File: config.mk
export PLATFORM = sky130hd
export DESIGN_NAME = camera_fb_writer
export DESIGN_NICKNAME = d
export VERILOG_FILES = /design/src/rtl/camera_pkg.sv /design/src/rtl/camera_fb_writer_fifo.sv /design/src/rtl/camera_fb_writer.sv
export SDC_FILE = /design/constraint.sdc
export NUM_CORES = 1
export LEC_CHECK = 0
export CORE_AREA = 2 2 186 142
export DETAILED_ROUTE_END_ITERATION = 12
export DIE_AREA = 0 0 188 144
export PLACE_DENSITY_LB_ADDON = 0.05
export SYNTH_ARGS = -nofsm -noshare
export SYNTH_HDL_FRONTEND = slang
export SYNTH_SLANG_ARGS = --single-unit
File: constraint.sdc
create_clock -name clk -period 3.8 [get_ports clk]
set_input_delay 1.14 -clock clk [delete_from_list [all_inputs] [get_ports clk]]
set_output_delay 1.14 -clock clk [all_outputs]
set_load 0.05 [all_outputs]
File: src/rtl/camera_pkg.sv
// Shared camera pipeline definitions: pixel format, source geometry and
// the frame-capture state encoding.
package camera_pkg;
  localparam int RGB_W = 16;
  localparam int SRC_W = 640;
  localparam int SRC_H = 480;

  typedef enum logic [1:0] {
    IDLE,
    CAPTURE,
    DRAIN
  } cap_state_t;
endpackage

File: src/rtl/camera_fb_writer_fifo.sv
// Small synchronous FIFO with show-ahead read data. A push into a full FIFO
// is accepted when a pop happens in the same cycle.
module sync_fifo #(
  parameter int WIDTH = 34,
  parameter int AW    = 3
) (
  input  logic             clk,
  input  logic             reset,
  input  logic             push,
  input  logic [WIDTH-1:0] wr_data,
  input  logic             pop,
  output logic [WIDTH-1:0] rd_data,
  output logic             full,
  output logic             empty
);
  localparam int DEPTH = 1 << AW;

  logic [WIDTH-1:0] mem [DEPTH];
  logic [AW-1:0]    wr_ptr, rd_ptr;
  logic [AW:0]      count;
  logic             do_push, do_pop;

  assign do_pop  = pop & ~empty;
  assign do_push = push & (~full | do_pop);
  assign full    = (count == (AW+1)'(DEPTH));
  assign empty   = (count == '0);
  assign rd_data = mem[rd_ptr];

  // Storage carries no reset; only pointers and occupancy are control.
  always_ff @(posedge clk) begin
    if (do_push) mem[wr_ptr] <= wr_data;
  end

  always_ff @(posedge clk or posedge reset) begin
    if (reset) begin
      wr_ptr <= '0;
      rd_ptr <= '0;
      count  <= '0;
    end else begin
      if (do_push) wr_ptr <= wr_ptr + 1'b1;
      if (do_pop)  rd_ptr <= rd_ptr + 1'b1;
      case ({do_push, do_pop})
        2'b10:   count <= count + 1'b1;
        2'b01:   count <= count - 1'b1;
        default: count <= count;
      endcase
    end
  end
endmodule

File: src/rtl/camera_fb_writer.sv
// Decimates the camera pixel stream into a framebuffer window and writes
// kept pixels to external SRAM through a buffered req/ack port.
module camera_fb_writer
  import camera_pkg::*;
#(
  parameter int FB_W      = 320,
  parameter int FB_H      = 240,
  parameter int DECIMATE  = 1,
  parameter int BASE_ADDR = 0,
  parameter int ADDR_W    = 18,
  parameter int FIFO_AW   = 3
) (
  input  logic              clk,
  input  logic              reset,
  input  logic              capture_en,
  input  logic              vsync,
  input  logic              pixel_valid,
  input  logic [RGB_W-1:0]  pixel_data,
  input  logic [9:0]        row,
  input  logic [9:0]        col,
  output logic              mem_req,
  output logic [ADDR_W-1:0] mem_addr,
  output logic [RGB_W-1:0]  mem_wdata,
  input  logic              mem_ack,
  output logic              busy,
  output logic              frame_stored,
  output logic              overflow,
  output logic [7:0]        drop_count
);
  localparam int FW = ADDR_W + RGB_W;

  logic              vs_s1, vs_s2, vs_s3, vs_rise;
  cap_state_t        state, state_nx;
  logic              arm;
  logic [9:0]        x_p0, y_p0;
  logic              parity_ok_p0, keep_p0;
  logic [ADDR_W-1:0] addr_p0;
  logic              fifo_full, fifo_empty, pop, drop;
  logic [FW-1:0]     fifo_rd;

  function automatic logic [31:0] line_offset(input logic [9:0] yy);
    if (FB_W == 320) return ({22'd0, yy} << 8) + ({22'd0, yy} << 6);
    else             return {22'd0, yy} * 32'(FB_W);
  endfunction

  always_ff @(posedge clk or posedge reset) begin
    if (reset) begin
      vs_s1 <= 1'b0;
      vs_s2 <= 1'b0;
      vs_s3 <= 1'b0;
    end else begin
      vs_s1 <= vsync;
      vs_s2 <= vs_s1;
      vs_s3 <= vs_s2;
    end
  end
  assign vs_rise = vs_s2 & ~vs_s3;

  always_ff @(posedge clk or posedge reset) begin
    if (reset) state <= IDLE;
    else       state <= state_nx;
  end

  always_comb begin
    state_nx     = state;
    frame_stored = 1'b0;
    case (state)
      IDLE:    if (vs_rise && capture_en) state_nx = CAPTURE;
      CAPTURE: if (vs_rise) state_nx = DRAIN;
      DRAIN: begin
        if (fifo_empty && !mem_req) begin
          state_nx     = IDLE;
          frame_stored = 1'b1;
        end
      end
      default: state_nx = IDLE;
    endcase
  end
  assign arm = (state == IDLE) & vs_rise & capture_en;

  // p0: keep decision and SRAM address, both in the pixel's own cycle
  assign x_p0         = (DECIMATE != 0) ? {1'b0, col[9:1]} : col;
  assign y_p0         = (DECIMATE != 0) ? {1'b0, row[9:1]} : row;
  assign parity_ok_p0 = (DECIMATE == 0) || (!row[0] && !col[0]);
  assign keep_p0      = (state == CAPTURE) & pixel_valid & parity_ok_p0 &
                        ({22'd0, x_p0} < 32'(FB_W)) & ({22'd0, y_p0} < 32'(FB_H));
  assign addr_p0      = ADDR_W'(32'(BASE_ADDR) + line_offset(y_p0) + {22'd0, x_p0});

  assign pop  = ~fifo_empty & (~mem_req | mem_ack);
  assign drop = keep_p0 & fifo_full & ~pop;

  sync_fifo #(
    .WIDTH (FW),
    .AW    (FIFO_AW)
  ) u_fifo (
    .clk     (clk),
    .reset   (reset),
    .push    (keep_p0),
    .wr_data ({addr_p0, pixel_data}),
    .pop     (pop),
    .rd_data (fifo_rd),
    .full    (fifo_full),
    .empty   (fifo_empty)
  );

  always_ff @(posedge clk or posedge reset) begin
    if (reset) begin
      overflow   <= 1'b0;
      drop_count <= 8'd0;
    end else if (arm) begin
      overflow   <= 1'b0;
      drop_count <= 8'd0;
    end else if (drop) begin
      overflow <= 1'b1;
      if (drop_count != 8'hFF) drop_count <= drop_count + 8'd1;
    end
  end

  // p1: SRAM request register, reloaded back-to-back on ack while entries remain
  always_ff @(posedge clk or posedge reset) begin
    if (reset) begin
      mem_req   <= 1'b0;
      mem_addr  <= '0;
      mem_wdata <= '0;
    end else if (pop) begin
      mem_req                <= 1'b1;
      {mem_addr, mem_wdata}  <= fifo_rd;
    end else if (mem_req && mem_ack) begin
      mem_req <= 1'b0;
    end
  end

  assign busy = (state != IDLE) | ~fifo_empty | mem_req;
endmodule

; ---- Yosys cells after proc, flatten, opt, wreduce, memory -nomap -nowiden
; Memories as Yosys holds them, arrays and structs flattened. A register that Yosys moved wholly into a read port is not among the register bits.
; Index checks and enable logic that the tools add are counted.
[op_classes]
n_addsub = 7
mul = 0
div = 0
magnitude_cmp = 2
n_eq_ne = 9
shift = 0
muxes = 16
bitwise = 21
n_reduce_logical = 16
[ops]
columns = operator, count
row1 = 8-bit 2-to-1 mux, 3
row2 = 17-bit by 15-bit adder with 18-bit output, 1
row3 = 18-bit by 9-bit adder with 18-bit output, 1
row4 = 1-bit AND, 12
row5 = 2-bit nonzero test, 5
row6 = "9-bit by 8-bit < comparator with 1-bit output, second input constant", 1
row7 = "9-bit < comparator, second input constant", 1
row8 = "8-bit by 1-bit adder with 8-bit output, second input constant", 1
row9 = 1-bit 2-to-1 mux, 8
row10 = "8-bit inequality test, second input constant", 1
row11 = 4-bit one-hot mux with 2 select lines, 1
row12 = "3-bit by 1-bit adder with 3-bit output, second input constant", 2
row13 = 2-bit 2-to-1 mux, 3
row14 = "2-bit inequality test, second input constant", 3
row15 = 2-bit one-hot mux with 3 select lines, 1
row16 = 1-bit inverter, 5
row17 = "4-bit by 1-bit adder with 4-bit output, second input constant", 1
row18 = "2-bit by 1-bit == test with 1-bit output, second input constant", 2
row19 = "2-bit == test, second input constant", 2
row20 = "4-bit == test, second input constant", 1
row21 = 1-bit logical AND, 4
row22 = 4-bit zero test, 1
row23 = 1-bit OR, 4
row24 = "4-bit by 1-bit subtractor with 4-bit output, second input constant", 1
row25 = other kinds (4), 6
[totals]
regBits = 25
latchBits = 0
ramBits = 272
rom_bits = 0
inputBits = 42
output_inout_bits = 46
word_cells = 82
mem_count = 1
[memory_table]
columns = name, words, width, rd, rd_clocked_by_memory_dff, wr, line
row1 = u_fifo.mem, 8, 34, 1, 1, 1, camera_fb_writer_fifo.sv:18  ; logic [WIDTH-1:0] mem [DEPTH];

; ---- Depth between registers and ports, before layout
[logic_depth]
word_depth = 9
ltp_mapped = 9
depth_no_buf = 9

; ---- Hierarchy
; From an unflattened synthesis, not the netlist that was laid out.
[unflattened]
hier_cells = 681
area_unflattened_um2 = 13481.7
[by_module_without_submodules]
columns = mod, instances, cells_per_inst, area_each_um2
row1 = sync_fifo, 1, 466, 10918.0
row2 = camera_fb_writer, 1, 215, 2563.7

; ---- Worst setup path after synthesis
; Ideal clock, no wire load.
[synth_path]
path_kind = input -> register
start = in row[9]
end = mem u_fifo.mem[0][0] (enable)
arrival_ns = 4.391
setup_slack_ns = -1.059
cell_stages = 4
cell_sequence = and4bb_1 > nand4_4 > or3_2 > nor3_1
[synth_between]
elab_chain_len = 5
[synth_rtl]
columns = item, line
row1 = start: declaration, camera_fb_writer.sv:19  ; input logic [9:0] row,
row2 = 9-bit by 8-bit < comparator with 1-bit output, camera_fb_writer.sv:86  ; ({22'd0, x_p0} < 32'(FB_W)) & ({22'd0, y_p0} < 32'(FB_H));
row3 = 1-bit AND, camera_fb_writer.sv:86
row4 = 1-bit AND, camera_fb_writer_fifo.sv:24  ; assign do_push = push & (~full | do_pop);
row5 = 1-bit 2-to-1 mux, camera_fb_writer_fifo.sv:31  ; if (do_push) mem[wr_ptr] <= wr_data;
row6 = 1-bit 2-to-1 mux (implied by the code), camera_fb_writer_fifo.sv:31
row7 = end: declaration, camera_fb_writer_fifo.sv:18
; Every way passes these cells.

; ---- Worst setup path in the final report
[layout_path]
start = in row[1]
end = mem u_fifo.mem[7][31] (data pin)
[layout_between]
elab_chain_len = 2
[layout_rtl]
columns = item, line
row1 = 17-bit by 15-bit adder with 18-bit output, camera_fb_writer.sv:42  ; if (FB_W == 320) return ({22'd0, yy} << 8) + ({22'd0, yy} << 6);
row2 = 18-bit by 9-bit adder with 18-bit output, camera_fb_writer.sv:87  ; assign addr_p0 = ADDR_W'(32'(BASE_ADDR) + line_offset(y_p0) + {22'd0, x_p0});
row3 = via addr_p0[15], camera_fb_writer.sv:37  ; logic [ADDR_W-1:0] addr_p0;
; The timed path passes the listed nets, and every way through them passes these cells.

==> results.toml <==
[outcome]
outcome = "completed"

[power]
total_power_mw = 10.8
p_per_area_mw_per_mm2 = 676
p_leak_nw = 5.54
ir_worst_vdd_uv = 468

[hold_path]
holdPathStages = 0
hp-start = "vs_s1"
hold_path_end = "vs_s2"
hp-class = "flip-flop to flip-flop"

[sta]
max_slew_margin_pct = 29.4
finalSetupViolCount = 0
min_period_over_period_pct = 95.4
fmax_mhz = 276
holdWs_ps = 351
report.final.hold_viol_count = 0
fin_setup_tns_ps = 0
skew_ps = 12.2
slew_violations = 0
finalCriticalPeriod_ps = 3630
rsz0062_at_grt = "true"
tightestPinTransition_ps = 1060

[clock_network]
cts_tree = "yes"
cts.repair.resized = 0
cts_root_buf = "clkbuf_16"
clkLatencyLatePin_ps = 550
postCtsSetupBuffers = 0
cts_buffer_depth = 3
path_clk_slew_ps = 60
cts_sinks = 331
htreeDepth = 1
cts_buffers = 31
cts_hold_buf = 0

[layout]
antenna_cells = 0
areaGrowthSynthToFinish_pct = 21.2
drive_above_1_share_pct = 21.6
stdcell_count = 1208
layout.nets = 906

[place]
place.gp.congestion = 0.755
dpl.hpwl_um = 15500
placedCellCount = 1150
io_buffers = 87

[logic_synthesis]
yosysUniqueCellTypes = 46
synth_commonest_cells = "272 x edfxtp_1, 68 x mux4_2, 59 x dfrtp_1"
syn_area_per_cell_um2 = 18.8
syn_nets = 769
seq_area_frac_synth_pct = 73.2
yosys_most_used_dff = "edfxtp_1"
synth_most_common_cell = "edfxtp_1"
synth_area_mm2 = 0.0132
synth-edff-count = 272
synth.area.top_cells = "edfxtp_1 62%, mux4_2 12%, dfrtp_1 11%"
syn_inst = 702
synth.top_cell.area_share_pct = 62.0
yosys.area.top_type = "edfxtp_1"
ys_ff_latch = 331
postSynth.asyncResetShare_pct = 17.8
yosys_warnings = 0

[setup_path]
crit_fanout = 8
critPathBufInv = 3
slowest_delay_ps = 530
cp_slowest_cell = "fa_1"
r2r-start = "state[1]"
r2r_cells = 5
worst_ep_required_time_ps = 4080
crit_chain = "clkdlybuf4s50_1 > inv_1 > fa_1 > inv_1 > fa_1 > a211oi_1 > o21bai_1 > o221a_2 > nor2_1 > xnor2_1"
timing.rr.end = "u_fifo.mem[0][6]"
cp_top_family = "adder cells"
cp.arrival_ps = 3900
startpoint_type = "input port"
path_class = "input port to flip-flop"
end_kind = "flip-flop"
reg2reg_slack_ps = 1400

[flow_run]
cap_violations = 0

[global_route]
grt_util_all_layers_pct = 19.7
grt_pass1_wl_um = 40500
grt_pass1_vias = 7109
antenna_found_initial = 0
grt_max_degree = 72
grt-ovfl-total = 0

[die]
io_pins = 88
coreArea_mm2 = 0.0255
die-area_mm2 = 0.0271
die_h_um = 144
start_util_pct = 51.7
fp-row-count = 51
die_x_um = 188

[routing]
ant_nets = 0
vias = 6740
viasPerCell = 5.58
wl_per_cell_um = 21.5
finalWirelength_um = 26000
drc = 0
drtIter0Drc = 419
dr.pass1.iters = 4
routing by layer:
layer | vias up | global-route usage [%] | wire length (um)
li1 | 3068 | - | -
met1 | 3543 | 27.9 | 11900
met2 | 97 | 33.3 | 12900
met3 | 32 | 2.74 | 742
met4 | 0 | 4.19 | 434
met5 | - | 0 | 0
placed cells by master (no fill, tap or decap), types with 4 or more instances in the layout:
cell,instances
edfxtp_1,272
clkdlybuf4s50_1,86
mux4_2,68
dfrtp_1,56
nor2_1,48
a21oi_1,43
mux2i_1,38
buf_4,32
clkbuf_16,31
ha_1,22
nand2_1,15
buf_12,13
xnor2_1,12
inv_1,10
nor2_4,8
nor3_1,8
nand3_1,7
clkbuf_1,7
clkinv_2,6
clkbuf_8,5
o21ai_0,4
mux2_2,4
clkinv_1,4
power breakdown:
part	internal (mW)	total (mW)	switching, mW
Clock	1.80	3.06	1.26
Sequential	4.24	4.75	0.507
Combinational	1.44	2.99	1.55
kinds of logic after synthesis:
kind of cell	Yosys count	synth area share, %
buf+inv	39	1.17
mux	110	14.9
compound gates	68	3.03
fa+ha+maj	25	2.55
flops	331	73.2
xor+xnor	14	0.931
simple gates	115	4.25
registers in the layout (all words and copies together), names as in the netlist:
register	flops
u_fifo.mem	272
mem_addr	18
mem_wdata	16
drop_count	8
u_fifo.count	4
u_fifo.rd_ptr	3
u_fifo.wr_ptr	3
state	2
mem_req	1
overflow	1
vs_s1	1
vs_s2	1
vs_s3	1
worst max path at each step:
| stage | from | endpoint | slack, ps | depth (start not counted) |
|---|---|---|---|---|
| 3_3_place_gp | row[1] | u_fifo.mem[0][33] | -390 | 10 |
| 2_1_floorplan | row[9] | u_fifo.mem[6][0] | -150 | 4 |
| 4_1_cts | u_fifo.count[0] | frame_stored | 20 | 4 |
| 3_5_place_dp | row[1] | u_fifo.mem[3][33] | -510 | 10 |
| 6_report | row[1] | u_fifo.mem[7][31] | 170 | 10 |
| 5_1_grt | row[1] | u_fifo.mem[1][31] | -30 | 10 |
stage by stage:
stage / instance area, um^2 / utilization [%] / worst slack, ps
2_1_floorplan: 13200 / - / -146
3_3_place_gp: 14900 / 58.7 / -393
3_5_place_dp: 14900 / 58.7 / -511
4_1_cts: 16000 / 62.7 / 19.8
5_1_grt: 16000 / 62.7 / -25.1
6_report: 16000 / 62.7 / 173
area by class of cell:
class | instances | area, um^2
Clock buffer | 43 | 871
Clock inverter | 15 | 153
Fill cell | 1776 | 9490
Inverter | 11 | 41.3
Multi-Input combinational cell | 332 | 3450
Sequential cell | 331 | 9650
Tap cell | 344 | 430
Timing Repair Buffer | 132 | 1370
Power figures use the tool's default switching activity.
